==> config.mk <==
export PLATFORM = sky130hd
export DESIGN_NAME = timestamp_engine
export DESIGN_NICKNAME = d
export VERILOG_FILES = /design/src/rtl/timestamp_pkg.sv /design/src/rtl/timestamp_engine_capture.sv /design/src/rtl/timestamp_engine.sv
export SDC_FILE = /design/constraint.sdc
export NUM_CORES = 1
export LEC_CHECK = 0
export BUFFER_PORTS_ARGS = -buffer_cell sky130_fd_sc_hd__buf_2
export CORE_MARGIN = 4
export CORE_UTILIZATION = 36
export CTS_CLUSTER_DIAMETER = 80
export CTS_CLUSTER_SIZE = 10
export DETAILED_ROUTE_END_ITERATION = 12
export GPL_TIMING_DRIVEN = 0
export PLACE_DENSITY_LB_ADDON = 0.15
export SLEW_MARGIN = 25
export SYNTH_ARGS = -nofsm -noshare
export SYNTH_HDL_FRONTEND = slang
export SYNTH_SLANG_ARGS = --single-unit
==> constraint.sdc <==
create_clock -name clk -period 8.8 [get_ports clk]
set_clock_uncertainty 0.2 [all_clocks]
set_input_delay 0.44 -clock clk [delete_from_list [all_inputs] [get_ports clk]]
set_output_delay 0.44 -clock clk [all_outputs]
set_load 0.1 [all_outputs]
==> src/rtl/timestamp_pkg.sv <==
// ============================================================================
// Module   : timestamp_pkg
// Brief    : Shared constants, types and helpers for the timestamp engine.
// Revision : 1.0 - initial release
// ============================================================================
`default_nettype none

package timestamp_pkg;

  // USB frame numbering
  localparam int SOF_FRAME_W = 11;
  localparam int FRAME_EXT_W = 16;

  // Enabled cycles after a clear before the timestamp is trusted
  localparam int VALID_DELAY = 1024;

  // Increment constants in the default 8.16 fixed-point format
  localparam logic [23:0] INC_60M = 24'h01_0000;  // 1.0       : one tick per 60 MHz clk
  localparam logic [23:0] INC_1M  = 24'h00_0444;  // ~1/60     : 1 MHz timebase
  localparam logic [23:0] INC_1K  = 24'h00_0001;  // ~1/60000  : 1 kHz timebase

  // Per-cycle accumulator operation, in priority order
  typedef enum logic [1:0] {
    TS_OP_HOLD  = 2'd0,
    TS_OP_CLEAR = 2'd1,
    TS_OP_SYNC  = 2'd2,
    TS_OP_INC   = 2'd3
  } ts_op_e;

  // A new frame number lower than the previous one means the 11-bit count wrapped
  function automatic logic frame_wrapped(input logic [SOF_FRAME_W-1:0] cur,
                                         input logic [SOF_FRAME_W-1:0] prev);
    return (cur < prev);
  endfunction

endpackage

`default_nettype wire

==> src/rtl/timestamp_engine_capture.sv <==
// ============================================================================
// Module   : ts_capture_channel
// Brief    : One event-capture channel: rising-edge detect, timestamp holding
//            register with valid/ready drain, sticky overrun flag.
// Revision : 1.0 - initial release
// ============================================================================
`default_nettype none

module ts_capture_channel #(
  parameter int TS_W = 64
) (
  input  logic            clk,
  input  logic            rst,
  input  logic            event_in,
  input  logic            cap_ready,
  input  logic            overrun_clear,
  input  logic [TS_W-1:0] ts_in,
  output logic            cap_valid,
  output logic [TS_W-1:0] cap_ts,
  output logic            cap_overrun
);

  logic            event_q, event_d;
  logic            valid_q, valid_d;
  logic [TS_W-1:0] ts_q, ts_d;
  logic            ovr_q, ovr_d;
  logic            edge_w;
  logic            drain_w;

  // Next-state: edge capture, drain on handshake, overrun when the slot is busy
  always_comb begin
    edge_w  = event_in & ~event_q;
    drain_w = valid_q & cap_ready;
    event_d = event_in;
    valid_d = valid_q;
    ts_d    = ts_q;
    ovr_d   = ovr_q;

    if (overrun_clear) begin
      ovr_d = 1'b0;
    end

    if (edge_w) begin
      if (!valid_q || drain_w) begin
        ts_d    = ts_in;
        valid_d = 1'b1;
      end else begin
        // Holding register still owned by the consumer: drop and flag.
        // Placed after the clear so a coincident clear loses.
        ovr_d = 1'b1;
      end
    end else if (drain_w) begin
      valid_d = 1'b0;
    end
  end

  // State registers
  always_ff @(posedge clk) begin
    if (rst) begin
      event_q <= 1'b0;
      valid_q <= 1'b0;
      ts_q    <= '0;
      ovr_q   <= 1'b0;
    end else begin
      event_q <= event_d;
      valid_q <= valid_d;
      ts_q    <= ts_d;
      ovr_q   <= ovr_d;
    end
  end

  assign cap_valid   = valid_q;
  assign cap_ts      = ts_q;
  assign cap_overrun = ovr_q;

endmodule

`default_nettype wire

==> src/rtl/timestamp_engine.sv <==
// ============================================================================
// Module   : timestamp_engine
// Brief    : Fractional-rate timestamp counter with millisecond tracking,
//            SOF frame extension / period measurement and per-channel event
//            capture.
// Revision : 1.0 - initial release
// ============================================================================
`default_nettype none

module timestamp_engine
  import timestamp_pkg::*;
#(
  parameter int TS_W   = 64,
  parameter int FRAC_W = 16,
  parameter int INC_W  = 8,
  parameter int NUM_CH = 4,
  parameter int SOFP_W = 20
) (
  input  logic                     clk,
  input  logic                     rst,
  input  logic                     counter_enable,
  input  logic                     reset_counter,
  input  logic [INC_W+FRAC_W-1:0]  inc_value,
  input  logic [31:0]              ticks_per_ms,
  input  logic                     sync_enable,
  input  logic                     sync_pulse,
  input  logic [TS_W-1:0]          sync_value,
  input  logic                     sof_detected,
  input  logic [10:0]              sof_frame_num_in,
  input  logic [NUM_CH-1:0]        event_in,
  input  logic [NUM_CH-1:0]        cap_ready,
  input  logic [NUM_CH-1:0]        overrun_clear,
  output logic [TS_W-1:0]          timestamp,
  output logic [31:0]              timestamp_ms,
  output logic                     timestamp_valid,
  output logic [15:0]              sof_frame_num,
  output logic [SOFP_W-1:0]        sof_period,
  output logic                     sof_period_valid,
  output logic [NUM_CH-1:0]        cap_valid,
  output logic [NUM_CH*TS_W-1:0]   cap_ts,
  output logic [NUM_CH-1:0]        cap_overrun
);

  localparam int INC_TOT_W    = INC_W + FRAC_W;
  localparam int CARRY_W      = INC_W + 1;
  localparam int VCNT_W       = $clog2(VALID_DELAY + 1);
  localparam int FRAME_WRAP_W = FRAME_EXT_W - SOF_FRAME_W;

  // --------------------------------------------------------------------------
  // Timestamp accumulator state
  // --------------------------------------------------------------------------
  logic [TS_W-1:0]    ts_q, ts_d;
  logic [FRAC_W-1:0]  frac_q, frac_d;
  logic [31:0]        ms_q, ms_d;
  logic [31:0]        ms_acc_q, ms_acc_d;
  logic [VCNT_W-1:0]  vcnt_q, vcnt_d;
  logic               valid_q, valid_d;

  ts_op_e             op;
  logic [FRAC_W:0]    frac_sum;
  logic [CARRY_W-1:0] carry;
  logic [32:0]        ms_sum;

  // Decode the per-cycle operation by priority (rst handled in the flops)
  always_comb begin
    op = TS_OP_HOLD;
    if (reset_counter) begin
      op = TS_OP_CLEAR;
    end else if (sync_enable && sync_pulse) begin
      op = TS_OP_SYNC;
    end else if (counter_enable) begin
      op = TS_OP_INC;
    end
  end

  // Accumulator, millisecond and valid next-state
  always_comb begin
    // Integer amount added this cycle: integer part of the increment plus
    // the carry out of the fractional field.
    frac_sum = {1'b0, frac_q} + {1'b0, inc_value[FRAC_W-1:0]};
    carry    = {1'b0, inc_value[INC_TOT_W-1:FRAC_W]} + CARRY_W'(frac_sum[FRAC_W]);
    ms_sum   = {1'b0, ms_acc_q} + 33'(carry);

    ts_d     = ts_q;
    frac_d   = frac_q;
    ms_d     = ms_q;
    ms_acc_d = ms_acc_q;
    vcnt_d   = vcnt_q;
    valid_d  = valid_q;

    case (op)
      TS_OP_CLEAR: begin
        ts_d     = '0;
        frac_d   = '0;
        ms_d     = '0;
        ms_acc_d = '0;
        vcnt_d   = '0;
        valid_d  = 1'b0;
      end
      TS_OP_SYNC: begin
        // Millisecond count is deliberately kept across a sync load
        ts_d     = sync_value;
        frac_d   = '0;
        ms_acc_d = '0;
        valid_d  = 1'b1;
      end
      TS_OP_INC: begin
        ts_d   = ts_q + TS_W'(carry);
        frac_d = frac_sum[FRAC_W-1:0];
        // At most one millisecond per cycle; ticks_per_ms == 0 freezes tracking
        if (ticks_per_ms != 32'd0) begin
          if (ms_sum >= {1'b0, ticks_per_ms}) begin
            ms_acc_d = 32'(ms_sum - {1'b0, ticks_per_ms});
            ms_d     = ms_q + 32'd1;
          end else begin
            ms_acc_d = ms_sum[31:0];
          end
        end
        if (!valid_q) begin
          vcnt_d = vcnt_q + VCNT_W'(1);
          if (vcnt_q == VCNT_W'(VALID_DELAY - 1)) begin
            valid_d = 1'b1;
          end
        end
      end
      TS_OP_HOLD: begin
      end
    endcase
  end

  // Accumulator registers
  always_ff @(posedge clk) begin
    if (rst) begin
      ts_q     <= '0;
      frac_q   <= '0;
      ms_q     <= '0;
      ms_acc_q <= '0;
      vcnt_q   <= '0;
      valid_q  <= 1'b0;
    end else begin
      ts_q     <= ts_d;
      frac_q   <= frac_d;
      ms_q     <= ms_d;
      ms_acc_q <= ms_acc_d;
      vcnt_q   <= vcnt_d;
      valid_q  <= valid_d;
    end
  end

  assign timestamp       = ts_q;
  assign timestamp_ms    = ms_q;
  assign timestamp_valid = valid_q;

  // --------------------------------------------------------------------------
  // SOF frame extension and period measurement
  // --------------------------------------------------------------------------
  logic [SOF_FRAME_W-1:0]  frame_q, frame_d;
  logic [FRAME_WRAP_W-1:0] wrap_q, wrap_d;
  logic [SOFP_W-1:0]       pcnt_q, pcnt_d;
  logic [SOFP_W-1:0]       period_q, period_d;
  logic                    seen_q, seen_d;
  logic                    pvalid_q, pvalid_d;

  // SOF next-state: extend frame number, latch period, restart period count
  always_comb begin
    frame_d  = frame_q;
    wrap_d   = wrap_q;
    period_d = period_q;
    seen_d   = seen_q;
    pvalid_d = pvalid_q;
    pcnt_d   = pcnt_q;

    if (sof_detected) begin
      if (frame_wrapped(sof_frame_num_in, frame_q)) begin
        wrap_d = wrap_q + FRAME_WRAP_W'(1);
      end
      frame_d  = sof_frame_num_in;
      period_d = pcnt_q;
      pcnt_d   = SOFP_W'(1);
      seen_d   = 1'b1;
      if (seen_q) begin
        pvalid_d = 1'b1;
      end
    end else if (pcnt_q != {SOFP_W{1'b1}}) begin
      pcnt_d = pcnt_q + SOFP_W'(1);
    end
  end

  // SOF registers; only rst clears them
  always_ff @(posedge clk) begin
    if (rst) begin
      frame_q  <= '0;
      wrap_q   <= '0;
      pcnt_q   <= '0;
      period_q <= '0;
      seen_q   <= 1'b0;
      pvalid_q <= 1'b0;
    end else begin
      frame_q  <= frame_d;
      wrap_q   <= wrap_d;
      pcnt_q   <= pcnt_d;
      period_q <= period_d;
      seen_q   <= seen_d;
      pvalid_q <= pvalid_d;
    end
  end

  assign sof_frame_num    = {wrap_q, frame_q};
  assign sof_period       = period_q;
  assign sof_period_valid = pvalid_q;

  // --------------------------------------------------------------------------
  // Event capture channels, all sampling the registered timestamp
  // --------------------------------------------------------------------------
  generate
    for (genvar i = 0; i < NUM_CH; i++) begin : g_ch
      ts_capture_channel #(
        .TS_W (TS_W)
      ) u_cap (
        .clk           (clk),
        .rst           (rst),
        .event_in      (event_in[i]),
        .cap_ready     (cap_ready[i]),
        .overrun_clear (overrun_clear[i]),
        .ts_in         (ts_q),
        .cap_valid     (cap_valid[i]),
        .cap_ts        (cap_ts[i*TS_W +: TS_W]),
        .cap_overrun   (cap_overrun[i])
      );
    end
  endgenerate

endmodule

`default_nettype wire

==> qor.json, run 1 <==
{
  "die": {
    "die_x_microns": 262,
    "std_cell_rows": 92,
    "io_pins": 548,
    "floorplan.initialDensity": 0.366,
    "core_area_sq_um": 63400,
    "die_y_microns": 262,
    "die_area_sq_um": 68600
  },
  "worst_setup_path": {
    "worstPathArrival_ns": 8.63,
    "path_class": "reg -> reg",
    "cpMaxStageDelayCell": "sky130_fd_sc_hd__or4_4",
    "worst-endpoint-required_ns": 9.11,
    "worstSetupEndpointType": "flip-flop",
    "worst_path_largest_cell_delay_ns": 0.63,
    "critical_path.top_delay_family": "compound AO/OA/AOI/OAI gates",
    "setup.worst_path.start_class": "flip-flop",
    "critPathBufInv": 3,
    "cpMostUsedCell": "sky130_fd_sc_hd__ha_1",
    "crit_fanout": 10,
    "timing.reg2reg.worst_path_depth": 34,
    "cp.depth": 34
  },
  "sta": {
    "maxSlewHeadroom": 0.307,
    "fin_crit_sh": 0.946,
    "layout_min_cycle_time_ns": 8.32,
    "maxClockFrequency_mhz": 120,
    "final-max-slew-violation-count": 0,
    "rsz0062_at_grt": "yes",
    "setup_total_negative_slack_ns": 0,
    "max_slew.worst_pin.slew_ns": 1.04,
    "hold_viol": 0,
    "setup_viol_count_final": 0
  },
  "routing": {
    "wl_per_cell_microns": 20.5,
    "via_per_inst": 5.18,
    "drt-total-wl_microns": 92400,
    "ant_nets": 0,
    "num_vias": 23300,
    "first_iter_violations": 1600,
    "drc_violation_count_after_routing": 0,
    "dr.pass1.iters": 5
  },
  "placement": {
    "gp_routability_congestion": 0.856,
    "postPlaceCellArea_sq_um": 27000,
    "place.detailed.instances": 4332,
    "io_buffers": 545,
    "placed_wire_length_estimate_after_detailed_placement_microns": 70400
  },
  "hold_path": {
    "hp-class": "in -> reg",
    "instance_count_along_the_most_critical_hold_path": 4
  },
  "cells_and_area": {
    "post-route-cell-area_sq_um": 29600,
    "layout.cells.non_filler": 4501,
    "seq_area_sq_um": 9650,
    "syn_to_final_growth_pct": 27.7,
    "finish.net_count": 3872,
    "final.fill_count": 6506,
    "ratio_of_cells_with_drive_above_1_in_the_final_layout": 0.195,
    "multi_input_gate_area_in_the_final_layout_sq_um": 12600
  },
  "synth": {
    "synth_commonest_cells": "649 x sky130_fd_sc_hd__nand2_1, 482 x sky130_fd_sc_hd__dfxtp_1, 374 x sky130_fd_sc_hd__a21oi_1, 200 x sky130_fd_sc_hd__nor2_1, 162 x sky130_fd_sc_hd__clkbuf_1",
    "synth-async-reset-ratio": 0,
    "post_synth_main_area_contributors": "sky130_fd_sc_hd__dfxtp_1 42%, sky130_fd_sc_hd__nand2_1 11%, sky130_fd_sc_hd__a21oi_1 8.1%",
    "post_synthesis_sequential_element_count": 482,
    "postSynthAreaPerCell_sq_um": 7.89,
    "synth-main-ff-cell": "sky130_fd_sc_hd__dfxtp_1",
    "mapped_nets": 3177,
    "synthesis.area_sq_um": 23200,
    "synth_sequential_area_ratio": 0.416,
    "synthDistinctLibCells": 72,
    "yosys_warnings": 0,
    "synth_most_common_cell": "sky130_fd_sc_hd__nand2_1",
    "synth_enable_flop_cells": 0,
    "netlist.top_cell.by_area": "sky130_fd_sc_hd__dfxtp_1",
    "synth_top_area_share": 0.416,
    "post_synth_inst_count": 2940
  },
  "grt": {
    "grt_antenna_before_repair": 12,
    "residual_overflow_from_global_routing": 0,
    "grt_start_max_net_pins": 16,
    "grt_pass1_vias": 21700,
    "global_route.usage.total": 0.256,
    "grt_pass1_wl_microns": 135000
  },
  "power_and_ir_drop": {
    "max-vdd-ir-drop_v": 0.000102,
    "power.density_cell_area_nw_per_um2": 172,
    "finalPower_uw": 5090,
    "p_leak_uw": 0.0123
  },
  "clock_network": {
    "tritoncts.num_buffers": 55,
    "max-clock-path-buffers": 3,
    "htree_num_levels": 2,
    "cts_root_buffer": "sky130_fd_sc_hd__clkbuf_16",
    "cts_tree": "yes",
    "total_clock_sinks": 482,
    "cts.clk_slew.worst_paths_ns": 0.06,
    "clock_latency_ns": 0.62
  },
  "flow_run": {
    "maxCapViolCount": 0
  },
  "outcome": {
    "run_status": "finished clean"
  }
}
==> worst reg2reg max path, delay by kind of cell, from the launching register on <==
kind	cells	cell delay [ns]
XOR/XNOR	2	0.42
AO/OA/AOI/OAI	13	2.72
AND/OR/NAND/NOR	11	2.70
flip-flops	1	0.33
buffers and inverters	3	0.46
adder cells (fa/ha/maj)	5	1.42
==> area by class of cell <==
cell class	instances	share of cell area
buffer	196	0.0273
clock inverter	5	0.00291
antenna	11	0.000929
inverter	85	0.0108
tap	846	0.0357
multi-input combinational	2175	0.425
timing repair buffer	640	0.124
sequential	482	0.326
clock buffer	61	0.0479
==> repair_timing <==
item / in CTS / in global routing
resized for setup: 12 / 24
hold buffers: 86 / 0
endpoints found under the setup margin: 64 / 64
buffers inserted: 1 / 6
pin swaps: 1 / 3
hold endpoints to repair: 86 / 0
==> per-stage QoR <==
step | setup WS (ns) | hold slack, ns | util
floorplan | 1.12 | 0.229 | -
detailed placement | -1.45 | 0.243 | 0.426
global placement | -1.50 | 0.240 | 0.425
global route | -0.0550 | 0.0902 | 0.467
CTS | -0.00646 | 0.00933 | 0.464
finish | 0.477 | 0.0301 | 0.467
==> cell families (layout without fill, tap and decap cells) <==
group	count (synthesis)	after routing	synth area share
muxes	40	40	0.0174
and+or+nand+nor	1165	1165	0.223
other	0	11	0
adders and majority gates	87	87	0.0482
xor gates and xnor gates	148	148	0.0559
DFF	482	482	0.416
AOI/OAI and AO/OA	735	735	0.191
buffers and inverters	283	987	0.0483
==> report_power, final <==
part           switching, uW  internal (uW)  total (uW)
logic                    573            200         773
clock network            904           1160        2060
registers               36.5           2220        2260
total                   1510           3580        5090
==> flip-flops by register name, summed over array words and instances (netlist names) <==
register                count
sof_period                 20
timestamp_valid             1
vcnt_q                     11
timestamp                  64
g_ch.u_cap.event_q          4
frame_q                    11
g_ch.u_cap.cap_valid        4
frac_q                     16
g_ch.u_cap.cap_overrun      4
g_ch.u_cap.cap_ts         256
pcnt_q                     20
seen_q                      1
sof_period_valid            1
wrap_q                      5
ms_acc_q                   32
timestamp_ms               32
==> worst paths after layout <==
kind	to	slack, ns	startpoint
min reg2reg	g_ch[3].u_cap.cap_ts[30]	0.25	g_ch[3].u_cap.cap_ts[30]
max reg2reg	timestamp_ms[8]	0.48	frac_q[0]
max	timestamp_ms[8]	0.48	frac_q[0]
min	timestamp[58]	0.03	sync_value[58]
==> placed cells by master, fill, tap and decap left out, types with 14 or more instances in the layout <==
master,netlist,layout
sky130_fd_sc_hd__a211oi_1,26,26
sky130_fd_sc_hd__a21o_1,27,27
sky130_fd_sc_hd__a21oi_1,374,372
sky130_fd_sc_hd__a22oi_1,28,28
sky130_fd_sc_hd__a31oi_1,21,18
sky130_fd_sc_hd__and3_1,27,27
sky130_fd_sc_hd__and4_1,18,18
sky130_fd_sc_hd__buf_2,17,560
sky130_fd_sc_hd__buf_4,10,18
sky130_fd_sc_hd__clkbuf_1,162,159
sky130_fd_sc_hd__clkbuf_16,0,55
sky130_fd_sc_hd__dfxtp_1,482,482
sky130_fd_sc_hd__dlygate4sd3_1,0,86
sky130_fd_sc_hd__ha_1,83,83
sky130_fd_sc_hd__inv_1,85,85
sky130_fd_sc_hd__mux2i_1,38,38
sky130_fd_sc_hd__nand2_1,649,648
sky130_fd_sc_hd__nand2b_1,16,16
sky130_fd_sc_hd__nand3_1,74,71
sky130_fd_sc_hd__nand4_1,37,37
sky130_fd_sc_hd__nor2_1,200,195
sky130_fd_sc_hd__nor2b_1,25,24
sky130_fd_sc_hd__nor3_1,26,25
sky130_fd_sc_hd__nor4_1,21,20
sky130_fd_sc_hd__o211ai_1,14,14
sky130_fd_sc_hd__o21ai_0,134,132
sky130_fd_sc_hd__or3_1,26,26
sky130_fd_sc_hd__xnor2_1,91,91
sky130_fd_sc_hd__xor2_1,57,56
==> per-layer routing <==
metal	up-vias	global-route usage	share of wire
met1	11000	0.339	0.44
met5	-	0	0.00014
met2	643	0.434	0.48
li1	11500	-	-
met4	2	0.0804	0.030
met3	129	0.0335	0.056
Power figures use the tool's default switching activity.
==> run 2: changes to the inputs <==
Settings changed: PLACE_DENSITY from default to 0.64, PLACE_DENSITY_LB_ADDON 0.15 to default.
==> run 2 against run 1 <==
Core utilization down 0.059 points. Via count grew 1.5%. Highest routed layer unchanged. Cell count fell by 0.13%. Register-to-register slack got worse by 0.02 ns. Critical endpoint unchanged. Maximum frequency is 0.30% lower. First-iteration DRC count up 21%. Sequential power is essentially flat. Global-route usage down 0.41 points. Worst hold slack better by 0.033 ns. Critical path depth unchanged. Wire length fell by 0.37%.
==> qor.json, run 2 (synthesized netlist as in run 1, its figures left out) <==
{
  "routing": {
    "dr.pass1.iters": 6,
    "drc_violation_count_after_routing": 0,
    "ant_nets": 0,
    "num_vias": 23700,
    "drt-total-wl_microns": 92000,
    "via_per_inst": 5.27,
    "wl_per_cell_microns": 20.5,
    "first_iter_violations": 1928
  },
  "clock_network": {
    "cts_tree": "yes",
    "htree_num_levels": 2,
    "max-clock-path-buffers": 3,
    "total_clock_sinks": 482,
    "tritoncts.num_buffers": 55,
    "cts_root_buffer": "sky130_fd_sc_hd__clkbuf_16",
    "clock_latency_ns": 0.61,
    "cts.clk_slew.worst_paths_ns": 0.06
  },
  "cells_and_area": {
    "layout.cells.non_filler": 4495,
    "post-route-cell-area_sq_um": 29600,
    "largest_register_ffs": 256,
    "layout.cells.most_common": "sky130_fd_sc_hd__nand2_1",
    "finish.net_count": 3869,
    "highest_count_cells_in_the_layout_ignoring_fill_and_taps": "648 x sky130_fd_sc_hd__nand2_1, 560 x sky130_fd_sc_hd__buf_2, 482 x sky130_fd_sc_hd__dfxtp_1",
    "syn_to_final_growth_pct": 27.6,
    "final_core_util": 0.467,
    "ratio_of_cells_with_drive_above_1_in_the_final_layout": 0.194,
    "final.fill_count": 6403
  },
  "die": {
    "floorplan.initialDensity": 0.366,
    "die_y_microns": 262,
    "die_x_microns": 262,
    "core_area_sq_um": 63400,
    "std_cell_rows": 92,
    "die_area_sq_um": 68600,
    "io_pins": 548
  },
  "placement": {
    "postPlaceCellArea_sq_um": 27000,
    "place.detailed.instances": 4333,
    "io_buffers": 545,
    "gp_routability_congestion": 0.893,
    "placed_wire_length_estimate_after_detailed_placement_microns": 70100
  },
  "worst_setup_path": {
    "worst_path_largest_cell_delay_ns": 0.65,
    "cpMaxStageDelayCell": "sky130_fd_sc_hd__or4_1",
    "path_class": "reg -> reg",
    "timing.reg2reg.worst_path_depth": 34,
    "crit_fanout": 10,
    "setup.worst_path.start_class": "flip-flop",
    "worstPathArrival_ns": 8.67,
    "worstSetupEndpointType": "flip-flop",
    "worst-endpoint-required_ns": 9.12,
    "cpMostUsedCell": "sky130_fd_sc_hd__ha_1"
  },
  "sta": {
    "setup_viol_count_final": 0,
    "hold_viol": 0,
    "final-max-slew-violation-count": 0,
    "fin_crit_sh": 0.949,
    "hold_ws_ns": 0.0633,
    "setup_total_negative_slack_ns": 0,
    "maxSlewHeadroom": 0.265,
    "maxClockFrequency_mhz": 120,
    "layout_min_cycle_time_ns": 8.35,
    "max_slew.worst_pin.slew_ns": 1.10
  },
  "power_and_ir_drop": {
    "power.density_cell_area_nw_per_um2": 171,
    "max-vdd-ir-drop_v": 0.000162,
    "p_leak_uw": 0.0123
  },
  "flow_run": {
    "maxCapViolCount": 0
  },
  "hold_path": {
    "hp-class": "in -> reg",
    "instance_count_along_the_most_critical_hold_path": 3
  },
  "grt": {
    "grt_pass1_vias": 21800,
    "grt_antenna_before_repair": 12,
    "grt_pass1_wl_microns": 133000,
    "grt_start_max_net_pins": 16,
    "residual_overflow_from_global_routing": 0,
    "global_route.usage.total": 0.252
  },
  "outcome": {
    "run_status": "finished clean"
  }
}
## run 2: changes by cell type in the layout (fill, tap and decap cells not counted), sizes merged
cell    previous run  this run
buf              589       586
bufinv             1         0
clkbuf           222       220
clkinv             2         3
diode             11        10
## run 2: per-stage QoR
| step | total power [uW] | worst slack (ns) |
|---|---|---|
| global route | 5240 | -0.0124 |
| global placement | 3040 | -1.86 |
| detailed placement | 3040 | -1.44 |
| finish | 5070 | 0.453 |
| floorplan | 2820 | 1.12 |
| CTS | 5100 | 0.0647 |
## run 2: layer usage
metal,track usage,vias up,routed length (microns)
met4,0.108,6,4270
met5,0,-,40
li1,-,11500,-
met3,0.0577,213,7010
met1,0.323,11100,38900
met2,0.408,864,41900
## run 2: repair_timing
item                                   CTS  global route
buffers inserted                         1             2
gates resized for setup                 11            28
hold buffers                            86             0
pin swaps                                1             2
setup endpoints to repair               64            64
endpoints found under the hold margin   84             0
## run 2: worst paths after layout
check	from	to	slack (ns)
setup / recovery	frac_q[0]	timestamp_ms[8]	0.45
hold / removal	sync_value[30]	timestamp[30]	0.06
setup reg to reg	frac_q[0]	timestamp_ms[8]	0.45
hold reg to reg	g_ch[3].u_cap.cap_ts[32]	g_ch[3].u_cap.cap_ts[32]	0.25
## run 2: power breakdown
part	total (uW)	switching, uW	internal [uW]
Clock	2030	911	1120
Combinational	781	580	201
Sequential	2260	37.7	2220
## run 2: area by class of cell
type / instances / area, sq um / share of cell area
Inverter: 85 / 319 / 0.0108
Tap cell: 846 / 1060 / 0.0358
Antenna cell: 10 / 25.0 / 0.000846
Timing Repair Buffer: 636 / 3650 / 0.123
Multi-Input combinational cell: 2175 / 12600 / 0.426
Clock buffer: 59 / 1400 / 0.0474
Sequential cell: 482 / 9650 / 0.326
Clock inverter: 5 / 72.6 / 0.00245
Buffer: 197 / 813 / 0.0275
## run 2: worst max-delay path, delay by kind of cell, from the launching register on
kind                     cells  cell delay (ns)
flip-flops                   1             0.33
AND/OR/NAND/NOR             11             2.67
buffers and inverters        3             0.45
AO/OA/AOI/OAI               13             2.77
adder cells (fa/ha/maj)      5             1.40
XOR/XNOR                     2             0.43
==> run 3: changes to the inputs <==
Settings changed: CAP_MARGIN from default to 40, CORE_UTILIZATION 36 to 30, PLACE_DENSITY 0.64 to 0.57.
==> run 3 against run 2 <==
Sequential power about the same. Maximum frequency is 0.51% lower. Flip-flop and latch count is the same. Non-clock buffer count is 26 higher. Core utilization fell by 7.0 points. Worst setup slack lost 0.043 ns. Count of clock-buffer cells in the layout is 2 higher. Critical path depth stayed put. Wire length grew 6.4%. Die area increased by 19%.
==> qor.json, run 3 (synthesized netlist as in run 1, its figures left out) <==
{
  "die": {
    "die_y_microns": 286,
    "die_area_sq_um": 81800,
    "die_x_microns": 286,
    "std_cell_rows": 101,
    "io_pins": 548,
    "core_area_sq_um": 76300,
    "floorplan.initialDensity": 0.304
  },
  "clock_network": {
    "max-clock-path-buffers": 3,
    "clock_latency_ns": 0.64,
    "cts_root_buffer": "sky130_fd_sc_hd__clkbuf_16",
    "htree_num_levels": 2,
    "cts_tree": "yes",
    "total_clock_sinks": 482,
    "cts.clk_slew.worst_paths_ns": 0.06,
    "tritoncts.num_buffers": 57
  },
  "worst_setup_path": {
    "worst-endpoint-required_ns": 9.13,
    "worstPathArrival_ns": 8.72,
    "cpMostUsedCell": "sky130_fd_sc_hd__ha_1",
    "setup.worst_path.start_class": "flip-flop",
    "worst_path_largest_cell_delay_ns": 0.64,
    "crit_fanout": 10,
    "cpMaxStageDelayCell": "sky130_fd_sc_hd__or4_4",
    "path_class": "reg -> reg",
    "worstSetupEndpointType": "flip-flop"
  },
  "power_and_ir_drop": {
    "power.density_cell_area_nw_per_um2": 173,
    "p_leak_uw": 0.0125,
    "max-vdd-ir-drop_v": 0.000157,
    "finalPower_uw": 5250
  },
  "routing": {
    "drt-total-wl_microns": 98000,
    "drc_violation_count_after_routing": 0,
    "wl_per_cell_microns": 20.8,
    "num_vias": 23800,
    "dr.pass1.iters": 5,
    "via_per_inst": 5.06,
    "first_iter_violations": 1694,
    "ant_nets": 0
  },
  "sta": {
    "fin_crit_sh": 0.953,
    "final-max-slew-violation-count": 0,
    "hold_ws_ns": 0.0802,
    "maxSlewHeadroom": 0.380,
    "hold_viol": 0,
    "post-route-worst-setup-slack_ns": 0.409,
    "max_slew.worst_pin.slew_ns": 0.930,
    "layout_min_cycle_time_ns": 8.39,
    "maxClockFrequency_mhz": 119,
    "setup_total_negative_slack_ns": 0,
    "setup_viol_count_final": 0
  },
  "placement": {
    "post-place-ws_ns": -1.51,
    "io_buffers": 545,
    "placed_wire_length_estimate_after_detailed_placement_microns": 75700,
    "gp_routability_congestion": 0.853
  },
  "cells_and_area": {
    "highest_count_cells_in_the_layout_ignoring_fill_and_taps": "646 x sky130_fd_sc_hd__nand2_1, 562 x sky130_fd_sc_hd__buf_2, 482 x sky130_fd_sc_hd__dfxtp_1",
    "syn_to_final_growth_pct": 30.5,
    "ratio_of_cells_with_drive_above_1_in_the_final_layout": 0.202,
    "final_core_util": 0.397,
    "layout.cells.most_common": "sky130_fd_sc_hd__nand2_1",
    "finish.net_count": 3897,
    "largest_register_ffs": 256
  },
  "flow_run": {
    "maxCapViolCount": 0
  },
  "grt": {
    "grt_pass1_wl_microns": 143000,
    "grt_antenna_before_repair": 7,
    "grt_start_max_net_pins": 17,
    "grt_pass1_vias": 22300,
    "global_route.usage.total": 0.228,
    "residual_overflow_from_global_routing": 0
  },
  "outcome": {
    "run_status": "finished clean"
  },
  "hold_path": {
    "hp-class": "in -> reg"
  }
}
-- run 3: metrics by stage --
stage,std cells,instance area [sq um]
2_1_floorplan,2940,23200
3_3_place_gp,4515,27200
3_5_place_dp,4536,27500
4_1_cts,4695,30100
5_1_grt,4703,30300
6_report,4709,30300
-- run 3: worst paths after layout --
kind / start / endpoint / slack [ns] / cells past startpoint
worst max-delay path: frac_q[0] / timestamp_ms[8] / 0.41 / 34
worst min-delay path: sync_value[34] / timestamp[34] / 0.08 / 3
worst max register to register: frac_q[0] / timestamp_ms[8] / 0.41 / 34
worst min register to register: g_ch[3].u_cap.cap_ts[10] / g_ch[3].u_cap.cap_ts[10] / 0.25 / 2
-- run 3: area by class of cell --
class	count	area (sq um)
Buffer	197	813
Timing Repair Buffer	662	3940
Antenna cell	8	20.0
Inverter	85	319
Fill cell	8092	46100
Clock inverter	9	150
Tap cell	1030	1290
Multi-Input combinational cell	2175	12600
Sequential cell	482	9650
Clock buffer	61	1460
-- run 3: critical path, delay by kind of cell, from the launching register on --
family / cells / cell delay [ns]
XOR/XNOR: 2 / 0.49
AO/OA/AOI/OAI: 13 / 2.76
adder cells (fa/ha/maj): 5 / 1.44
buffers and inverters: 3 / 0.44
AND/OR/NAND/NOR: 11 / 2.62
flip-flops: 1 / 0.33
-- run 3: layer usage --
| layer | wire, microns | up-vias | track usage |
|---|---|---|---|
| met5 | 9 | - | 0 |
| met4 | 4640 | 2 | 0.0976 |
| met3 | 6510 | 197 | 0.0433 |
| met2 | 45200 | 810 | 0.377 |
| met1 | 41600 | 11300 | 0.291 |
| li1 | - | 11600 | - |
-- run 3: power breakdown --
group | total, uW | internal [uW] | switching (uW) | leakage, uW
Clock | 2180 | 1230 | 953 | 0.000790
Combinational | 805 | 212 | 592 | 0.00782
Sequential | 2260 | 2220 | 37.6 | 0.00390
Total | 5250 | 3660 | 1580 | 0.0125
-- run 3: what timing repair did --
item	4_1_cts	5_1_grt
hold buffers	88	0
endpoints found under the setup margin	64	64
endpoints found under the hold margin	86	0
gates resized for setup	15	24
pin swaps	2	3
buffers inserted	1	3
